$ cat src/rtl/output_delta.sv
// Output-layer error stage: delta_j = (a_j - y_j) * sigma'_j in signed Q8.24, streamed with index/last.
// Optional squared-error cost accumulator enabled by defining OUTPUT_DELTA_COST_EN.
module output_delta #(
  parameter int unsigned N_OUT  = 10,
  parameter int unsigned DATA_W = 32,
  parameter int unsigned FRAC_W = 24,
  parameter int unsigned IDX_W  = 4
) (
  input  logic              clk,
  input  logic              rst_n,
  input  logic              start,
  input  logic [IDX_W-1:0]  label,
  input  logic              in_valid,
  output logic              in_ready,
  input  logic [DATA_W-1:0] in_activ,
  input  logic [DATA_W-1:0] in_sigma_prime,
  output logic              out_valid,
  input  logic              out_ready,
  output logic [DATA_W-1:0] out_delta,
  output logic [IDX_W-1:0]  out_idx,
  output logic              out_last,
  output logic              busy,
  output logic              done,
  output logic [DATA_W-1:0] cost
);

  localparam int unsigned CNT_W  = IDX_W + 1;
  localparam int unsigned EXT_W  = DATA_W + 1;
  localparam int unsigned PROD_W = 2 * DATA_W;

  localparam logic signed [EXT_W-1:0]  E_MAX = {2'b00, {(DATA_W-1){1'b1}}};
  localparam logic signed [EXT_W-1:0]  E_MIN = {2'b11, {(DATA_W-1){1'b0}}};
  localparam logic signed [PROD_W-1:0] P_MAX = {{(PROD_W-DATA_W+1){1'b0}}, {(DATA_W-1){1'b1}}};
  localparam logic signed [PROD_W-1:0] P_MIN = {{(PROD_W-DATA_W+1){1'b1}}, {(DATA_W-1){1'b0}}};

  typedef enum logic [1:0] {IDLE, RUN, DRAIN, DONE} state_t;

  state_t                    state_q, state_d;
  logic [CNT_W-1:0]          in_count, out_count;
  logic [IDX_W-1:0]          label_q;
  logic                      en, in_fire, out_fire, start_acc;

  logic                      v1;
  logic signed [DATA_W-1:0]  e1, sp1;
  logic [IDX_W-1:0]          idx1;

  logic signed [EXT_W-1:0]   y_ext, diff;
  logic signed [DATA_W-1:0]  e_sat;
  logic signed [PROD_W-1:0]  ea, sb, prod, prod_sh;
  logic [DATA_W-1:0]         p_sat;

  assign en        = !out_valid || out_ready;
  assign in_ready  = (state_q == RUN) && en && (in_count < CNT_W'(N_OUT));
  assign in_fire   = in_valid && in_ready;
  assign out_fire  = out_valid && out_ready;
  assign start_acc = (state_q == IDLE) && start;

  // Stage-1 error: 33-bit a - y, saturated back to DATA_W
  always_comb begin
    y_ext = '0;
    if (CNT_W'(label_q) == in_count) y_ext = EXT_W'(1) << FRAC_W;
    diff = {in_activ[DATA_W-1], in_activ} - y_ext;
    if (diff > E_MAX)      e_sat = E_MAX[DATA_W-1:0];
    else if (diff < E_MIN) e_sat = E_MIN[DATA_W-1:0];
    else                   e_sat = diff[DATA_W-1:0];
  end

  // Stage-2 product: full-width signed multiply, arithmetic shift, saturate
  always_comb begin
    ea      = {{DATA_W{e1[DATA_W-1]}}, e1};
    sb      = {{DATA_W{sp1[DATA_W-1]}}, sp1};
    prod    = ea * sb;
    prod_sh = prod >>> FRAC_W;
    if (prod_sh > P_MAX)      p_sat = P_MAX[DATA_W-1:0];
    else if (prod_sh < P_MIN) p_sat = P_MIN[DATA_W-1:0];
    else                      p_sat = prod_sh[DATA_W-1:0];
  end

  // Next-state logic
  always_comb begin
    state_d = state_q;
    case (state_q)
      IDLE:    if (start) state_d = RUN;
      RUN:     if (in_count == CNT_W'(N_OUT)) state_d = DRAIN;
      DRAIN:   if (out_fire && out_count == CNT_W'(N_OUT - 1)) state_d = DONE;
      DONE:    state_d = IDLE;
      default: state_d = IDLE;
    endcase
  end

  // State register with registered status decode
  always_ff @(posedge clk or negedge rst_n) begin
    if (!rst_n) begin
      state_q <= IDLE;
      busy    <= 1'b0;
      done    <= 1'b0;
    end else begin
      state_q <= state_d;
      busy    <= (state_d == RUN) || (state_d == DRAIN);
      done    <= (state_d == DONE);
    end
  end

  // Sample counters and latched label
  always_ff @(posedge clk or negedge rst_n) begin
    if (!rst_n) begin
      in_count  <= '0;
      out_count <= '0;
      label_q   <= '0;
    end else if (start_acc) begin
      in_count  <= '0;
      out_count <= '0;
      label_q   <= label;
    end else begin
      if (in_fire)  in_count  <= in_count + CNT_W'(1);
      if (out_fire) out_count <= out_count + CNT_W'(1);
    end
  end

  // Two-stage pipeline, advanced globally by en
  always_ff @(posedge clk or negedge rst_n) begin
    if (!rst_n) begin
      v1        <= 1'b0;
      e1        <= '0;
      sp1       <= '0;
      idx1      <= '0;
      out_valid <= 1'b0;
      out_delta <= '0;
      out_idx   <= '0;
      out_last  <= 1'b0;
    end else if (en) begin
      v1 <= in_fire;
      if (in_fire) begin
        e1   <= e_sat;
        sp1  <= in_sigma_prime;
        idx1 <= in_count[IDX_W-1:0];
      end
      out_valid <= v1;
      out_last  <= v1 && (idx1 == IDX_W'(N_OUT - 1));
      if (v1) begin
        out_delta <= p_sat;
        out_idx   <= idx1;
      end
    end
  end

`ifdef OUTPUT_DELTA_COST_EN
  logic signed [PROD_W-1:0] sq;
  logic [PROD_W-1:0]        sq_sh;
  logic [DATA_W-1:0]        sq_sat, cost_n;
  logic [DATA_W:0]          cost_sum;

  // Squared error term, unsigned saturating accumulate
  always_comb begin
    sq       = ea * ea;
    sq_sh    = sq >> FRAC_W;
    sq_sat   = (|sq_sh[PROD_W-1:DATA_W]) ? {DATA_W{1'b1}} : sq_sh[DATA_W-1:0];
    cost_sum = {1'b0, cost} + {1'b0, sq_sat};
    cost_n   = cost_sum[DATA_W] ? {DATA_W{1'b1}} : cost_sum[DATA_W-1:0];
  end

  always_ff @(posedge clk or negedge rst_n) begin
    if (!rst_n)          cost <= '0;
    else if (start_acc)  cost <= '0;
    else if (en && v1)   cost <= cost_n;
  end
`else
  assign cost = '0;
`endif

endmodule

$ cat config.mk
export PLATFORM = sky130hd
export DESIGN_NAME = output_delta
export DESIGN_NICKNAME = d
export VERILOG_FILES = /design/src/rtl/output_delta.sv
export SDC_FILE = /design/constraint.sdc
export NUM_CORES = 2
export LEC_CHECK = 0
export BUFFER_PORTS_ARGS = -buffer_cell sky130_fd_sc_hd__buf_2
export CAP_MARGIN = 20
export CORE_UTILIZATION = 35
export CTS_CLUSTER_SIZE = 28
export DETAILED_ROUTE_END_ITERATION = 10
export MAX_ROUTING_LAYER = met4
export PLACE_DENSITY_LB_ADDON = 0.05
export SYNTH_ARGS = -nofsm -noshare
export SYNTH_HDL_FRONTEND = slang
export SYNTH_SLANG_ARGS = --single-unit
$ cat constraint.sdc
create_clock -name clk -period 11.29 [get_ports clk]
set_input_delay 1.6935 -clock clk [delete_from_list [all_inputs] [get_ports clk]]
set_output_delay 1.6935 -clock clk [all_outputs]
set_load 0.05 [all_outputs]
== Word level (Yosys, flattened, before mapping) ==
Cells that the tools add are included.
Operators by class
  $mul: 1
  reductions and logical operators: 15
  muxes and demuxes: 13
  eq/ne operators: 10
  order comparisons: 5
  $add $sub $neg: 3
Operators with widths (count)
  32-bit 2-to-1 mux: 4
  32-bit by 32-bit multiplier with 64-bit output: 1
  40-bit by 32-bit > comparator with 1-bit output, second input constant: 1
  40-bit by 32-bit less-than comparator with 1-bit output, second input constant: 1
  33-bit by 32-bit > comparator with 1-bit output, second input constant: 1
  33-bit by 32-bit less-than comparator with 1-bit output, second input constant: 1
  33-bit subtractor: 1
  25-bit 2-to-1 mux: 1
  5-bit 2-to-1 mux: 4
  5-bit by 1-bit adder with 5-bit output, second input constant: 2
  5-bit by 4-bit equality test with 1-bit output, second input constant: 2
  2-bit equality test, second input constant: 4
  2-bit case mux with 4 select lines: 1
  1-bit logical AND: 7
  2-bit 2-to-1 mux: 3
  4-bit by 5-bit equality test with 1-bit output: 1
  5-bit by 4-bit less-than comparator with 1-bit output, second input constant: 1
  2-bit by 1-bit equality test with 1-bit output, second input constant: 2
  4-bit equality test, second input constant: 1
  2-bit AND reduction: 2
  2-bit nonzero test: 2
  2-bit zero test: 1
  1-bit logical OR: 2
  1-bit zero test: 1
Word-level totals
  register bits after elaboration: 125
  output and inout bits: 73
  input bits: 73

== Depth between registers and ports, before layout ==
  word-level depth: 7
  mapped depth: 30

== Least setup slack after synthesis ==
OpenSTA, ideal clock, no wires.
  path kind: register to register
  from: reg e1[31]
  to: reg out_delta[12]
  cell stages (with the launch flop): 28
  arrival: 8939 ps
  path buffers: 3
  data required time: 11143 ps
  setup slack: 2204 ps
  cells stage by stage: dfrtp_1 clkbuf_1 nand2_1 inv_1 fa_1 fa_1 fa_1 fa_1 inv_1 fa_1 inv_1 fa_1 inv_1 fa_1 inv_1 fa_1 ha_1 clkbuf_1 a21o_1 a21o_1 a221oi_1 nor3_1 or4_1 and3_4 or4_4 o21ai_4 buf_12 o22ai_2
On the way
  cells in the longest elaborated chain, start to end: 4
RTL lines
  start, declared: line 44  | logic signed [DATA_W-1:0] e1, sp1;
  start signal, assigned: line 134  | e1 <= e_sat;
  32-bit by 32-bit multiplier with 64-bit output *: line 72  | prod = ea * sb;
  40-bit by 32-bit less-than comparator with 1-bit output: line 75  | else if (prod_sh < P_MIN) p_sat = P_MIN[DATA_W-1:0];
  32-bit 2-to-1 mux: line 75
  32-bit 2-to-1 mux *: line 74  | if (prod_sh > P_MAX) p_sat = P_MAX[DATA_W-1:0];
  end signal, assigned: line 141  | out_delta <= p_sat;
  end, declared: line 19  | output logic [DATA_W-1:0] out_delta,
Every way passes the cells marked *; elsewhere a longest branch is shown, timed or not.
A chain may end at the register's enable or synchronous reset.

== Final worst setup path ==
  from: reg e1[31]
  to: reg out_delta[1]
Same word-level chain as after synthesis.

==> flow_summary.json <==
{
  "outcome": "finished, final reports clean",
  "crit_cells": 24,
  "syn2layout_area_growth_pct": 6.40,
  "arrival_ns": 10.05,
  "critPathLaunchType": "flip-flop",
  "die_h_um": 347,
  "worstSetupEndpointType": "flip-flop",
  "critical_path.max_stage_delay_ns": 1.02,
  "ys_seq_area_share_pct": 7.51,
  "fin_crit_sh_pct": 85.9,
  "ys_ff_latch": 125,
  "synth-async-reset-ratio_pct": 100,
  "clk_latency_ns": 0.50,
  "crit-reg2reg-launch": "e1[31]",
  "tns_ns": 0,
  "postSynthCellCount": 4470,
  "yosysWarnings": 0,
  "syn_avg_cell_area_sq_um": 9.31,
  "die_w_um": 347,
  "gr-total-overflow": 0,
  "crit_end": "out_delta[1]",
  "cts_num_sinks": 125,
  "critical-path-top-delay-family": "adder cells",
  "max_freq_mhz": 103,
  "h-tree-depth": 4,
  "r2r_cells": 24,
  "cp_slowest_cell": "fa_1",
  "fill_cells": 12198,
  "tightest_slew_ns": 1.07,
  "num_vias": 29004,
  "timing.final.crit_period_ns": 9.70,
  "grt_pass1_wl_mm": 202,
  "drc": 0,
  "antenna_found_initial": 8,
  "first_pass_iters": 8,
  "path_class": "flip-flop to flip-flop",
  "clkSlewWorstSetupHoldPaths_ns": 0.07,
  "clock_skew_ns": 0.0281,
  "synth.distinct_cells": 69,
  "cap_violations": 0,
  "die_area_sq_um": 120000,
  "via_per_inst": 4.85,
  "wl_per_cell_um": 21.6,
  "startpoint": "e1[31]",
  "drive_above_1_share_pct": 6.12,
  "crit_path_frequent_cell": "fa_1",
  "grt_max_degree": 87,
  "start_util_pct": 35.3,
  "io_pins": 146,
  "worstPathMaxFanout": 32,
  "hold_buffers": 0,
  "dominantRegCellSynth": "dfrtp_1",
  "core.rowCount": 126,
  "synth_area_leaders": "fa_1, inv_1, and2_1",
  "post-cts-setup-buffer-count": 0,
  "synth_edf_count": 0,
  "setup_viol": 0,
  "clockRootBuffer": "clkbuf_16",
  "hold_class": "flip-flop to flip-flop",
  "synth_area_sq_um": 41600,
  "path_cells": "buf_4 > nand2_1 > fa_1 > fa_1 > fa_1 > inv_1 > fa_1 > fa_1 > fa_1 > inv_1 > fa_1 > inv_1 > fa_1 > ha_1 > a21o_1 > a21o_1 > a21oi_1 > o21ai_0 > or4_1 > and3_4 > or4_4 > o21ai_4 > buf_4 > o22ai_1",
  "grtUsageTotal_pct": 23.1,
  "relSlewSlack_pct": 28.3,
  "worstPathRequired_ns": 11.64,
  "dp_hpwl_mm": 107,
  "numCtsBuffers": 17,
  "hold_viol": 0,
  "rsz0062_at_grt": "no",
  "cts_resized": 0,
  "ant_nets": 0,
  "drt_iter0_markers": 1328,
  "clockBufferDepth": 2,
  "synth_top_area_cell": "fa_1",
  "netlist.area_leader.share_pct": 52.0,
  "io_buffers": 113,
  "ff2ff_setup_slack_ns": 1.59,
  "reg2reg_to": "out_delta[1]",
  "grt_pass1_vias": 32565,
  "cts_tree": "yes",
  "nets": 5774,
  "wl_mm": 129,
  "crit_buf_inv": 5,
  "drv_slew": 0,
  "gp_congestion": 0.850,
  "core_sq_um": 118000
}
-- logic make-up after synthesis --
| kind of cell | count (synthesis) | share of synthesized area (%) |
|---|---|---|
| flip-flops | 125 | 7.51 |
| AO/OA/AOI/OAI | 326 | 5.10 |
| buffers and inverters | 1218 | 11.4 |
| XOR/XNOR | 60 | 1.26 |
| other | 1 | 0.00901 |
| multiplexers | 7 | 0.180 |
| adder cells (fa/ha/maj) | 1268 | 57.6 |
| AND/OR/NAND/NOR | 1465 | 17.0 |
-- sequential cells by signal, indices dropped and copies added, names as in the netlist --
name,flops
out_count,5
in_count,5
out_last,1
done,1
out_delta,32
out_valid,1
v1,1
idx1,4
sp1,32
e1,32
state_q,2
out_idx,4
label_q,4
busy,1
-- cells in the mapped netlist, drive strengths merged, types with 6 or more instances --
library cell / count
xor2: 28
nand2b: 13
nand4: 28
nor2: 142
a21o: 12
dfrtp: 125
nand3: 9
a211oi: 13
o21a: 11
o211ai: 10
fa: 1081
o31ai: 9
nor4: 6
a31oi: 6
nor2b: 6
nand2: 703
buf: 38
o221ai: 7
xnor2: 32
o21ai: 90
ha: 187
a21oi: 103
o22ai: 31
and2: 514
nor3: 13
inv: 944
clkbuf: 236
and3: 6
-- stage by stage --
step | hold WS (ns) | instance area (sq um) | util, % | std cells | setup slack [ns]
after global routing | 0.497 | 44300 | 37.6 | 5981 | 1.08
after global placement | 0.456 | 43700 | 37.1 | 5949 | 1.68
after CTS | 0.481 | 44300 | 37.6 | 5981 | 1.57
after detailed placement | 0.465 | 43700 | 37.1 | 5950 | 1.61
final | 0.480 | 44300 | 37.6 | 5983 | 1.59
after floorplan | 0.451 | 41700 | - | 4501 | 2.20
-- routing by layer --
layer / vias to the layer above / track usage [%] / wire, um
met1: 15485 / 28.4 / 54400
met4: 0 / 5.91 / 3330
met2: 460 / 41.0 / 68400
li1: 12937 / - / -
met5: - / - / 0
met3: 122 / 1.78 / 2970
-- placed cells by master, fill, tap and decap left out, types with 70 or more instances in the layout --
cell     Yosys  routed
a21oi_1    103     102
and2_1     514     513
buf_2        1     112
buf_4       32      70
dfrtp_1    125     111
fa_1      1081    1081
ha_1       187     187
inv_1      944     943
nand2_1    703     702
nor2_1     142     142
o21ai_0     81      80
-- worst min-delay path, stage by stage, from the launching register on --
cell and delay (ns):
dfrtp_1 0.34, nand2_1 0.05, nand2_1 0.06
-- area by class of cell --
| cell class | instances | area (sq um) | area share, % |
|---|---|---|---|
| sequential | 125 | 3150 | 7.10 |
| tap | 1536 | 1920 | 4.34 |
| inverter | 944 | 3540 | 8.00 |
| timing repair buffer | 187 | 1180 | 2.67 |
| clock inverter | 10 | 105 | 0.237 |
| multi-input combinational | 3158 | 33900 | 76.6 |
| clock buffer | 21 | 460 | 1.04 |
| antenna | 2 | 5.00 | 0.0113 |
-- worst min path at each step --
| stage | end | depth (start not counted) | start | slack (ns) |
|---|---|---|---|---|
| after floorplan | out_last | 1 | idx1[1] | 0.45 |
| after global placement | out_idx[1] | 2 | out_idx[1] | 0.46 |
| after detailed placement | out_idx[1] | 2 | out_idx[1] | 0.47 |
| after CTS | out_idx[1] | 2 | out_idx[1] | 0.48 |
| after global routing | out_idx[0] | 2 | out_idx[0] | 0.50 |
| final | out_idx[0] | 2 | out_idx[0] | 0.48 |
Power is not shown: default switching activity piles up to over one toggle a cycle in this logic, so the estimate is an artifact.
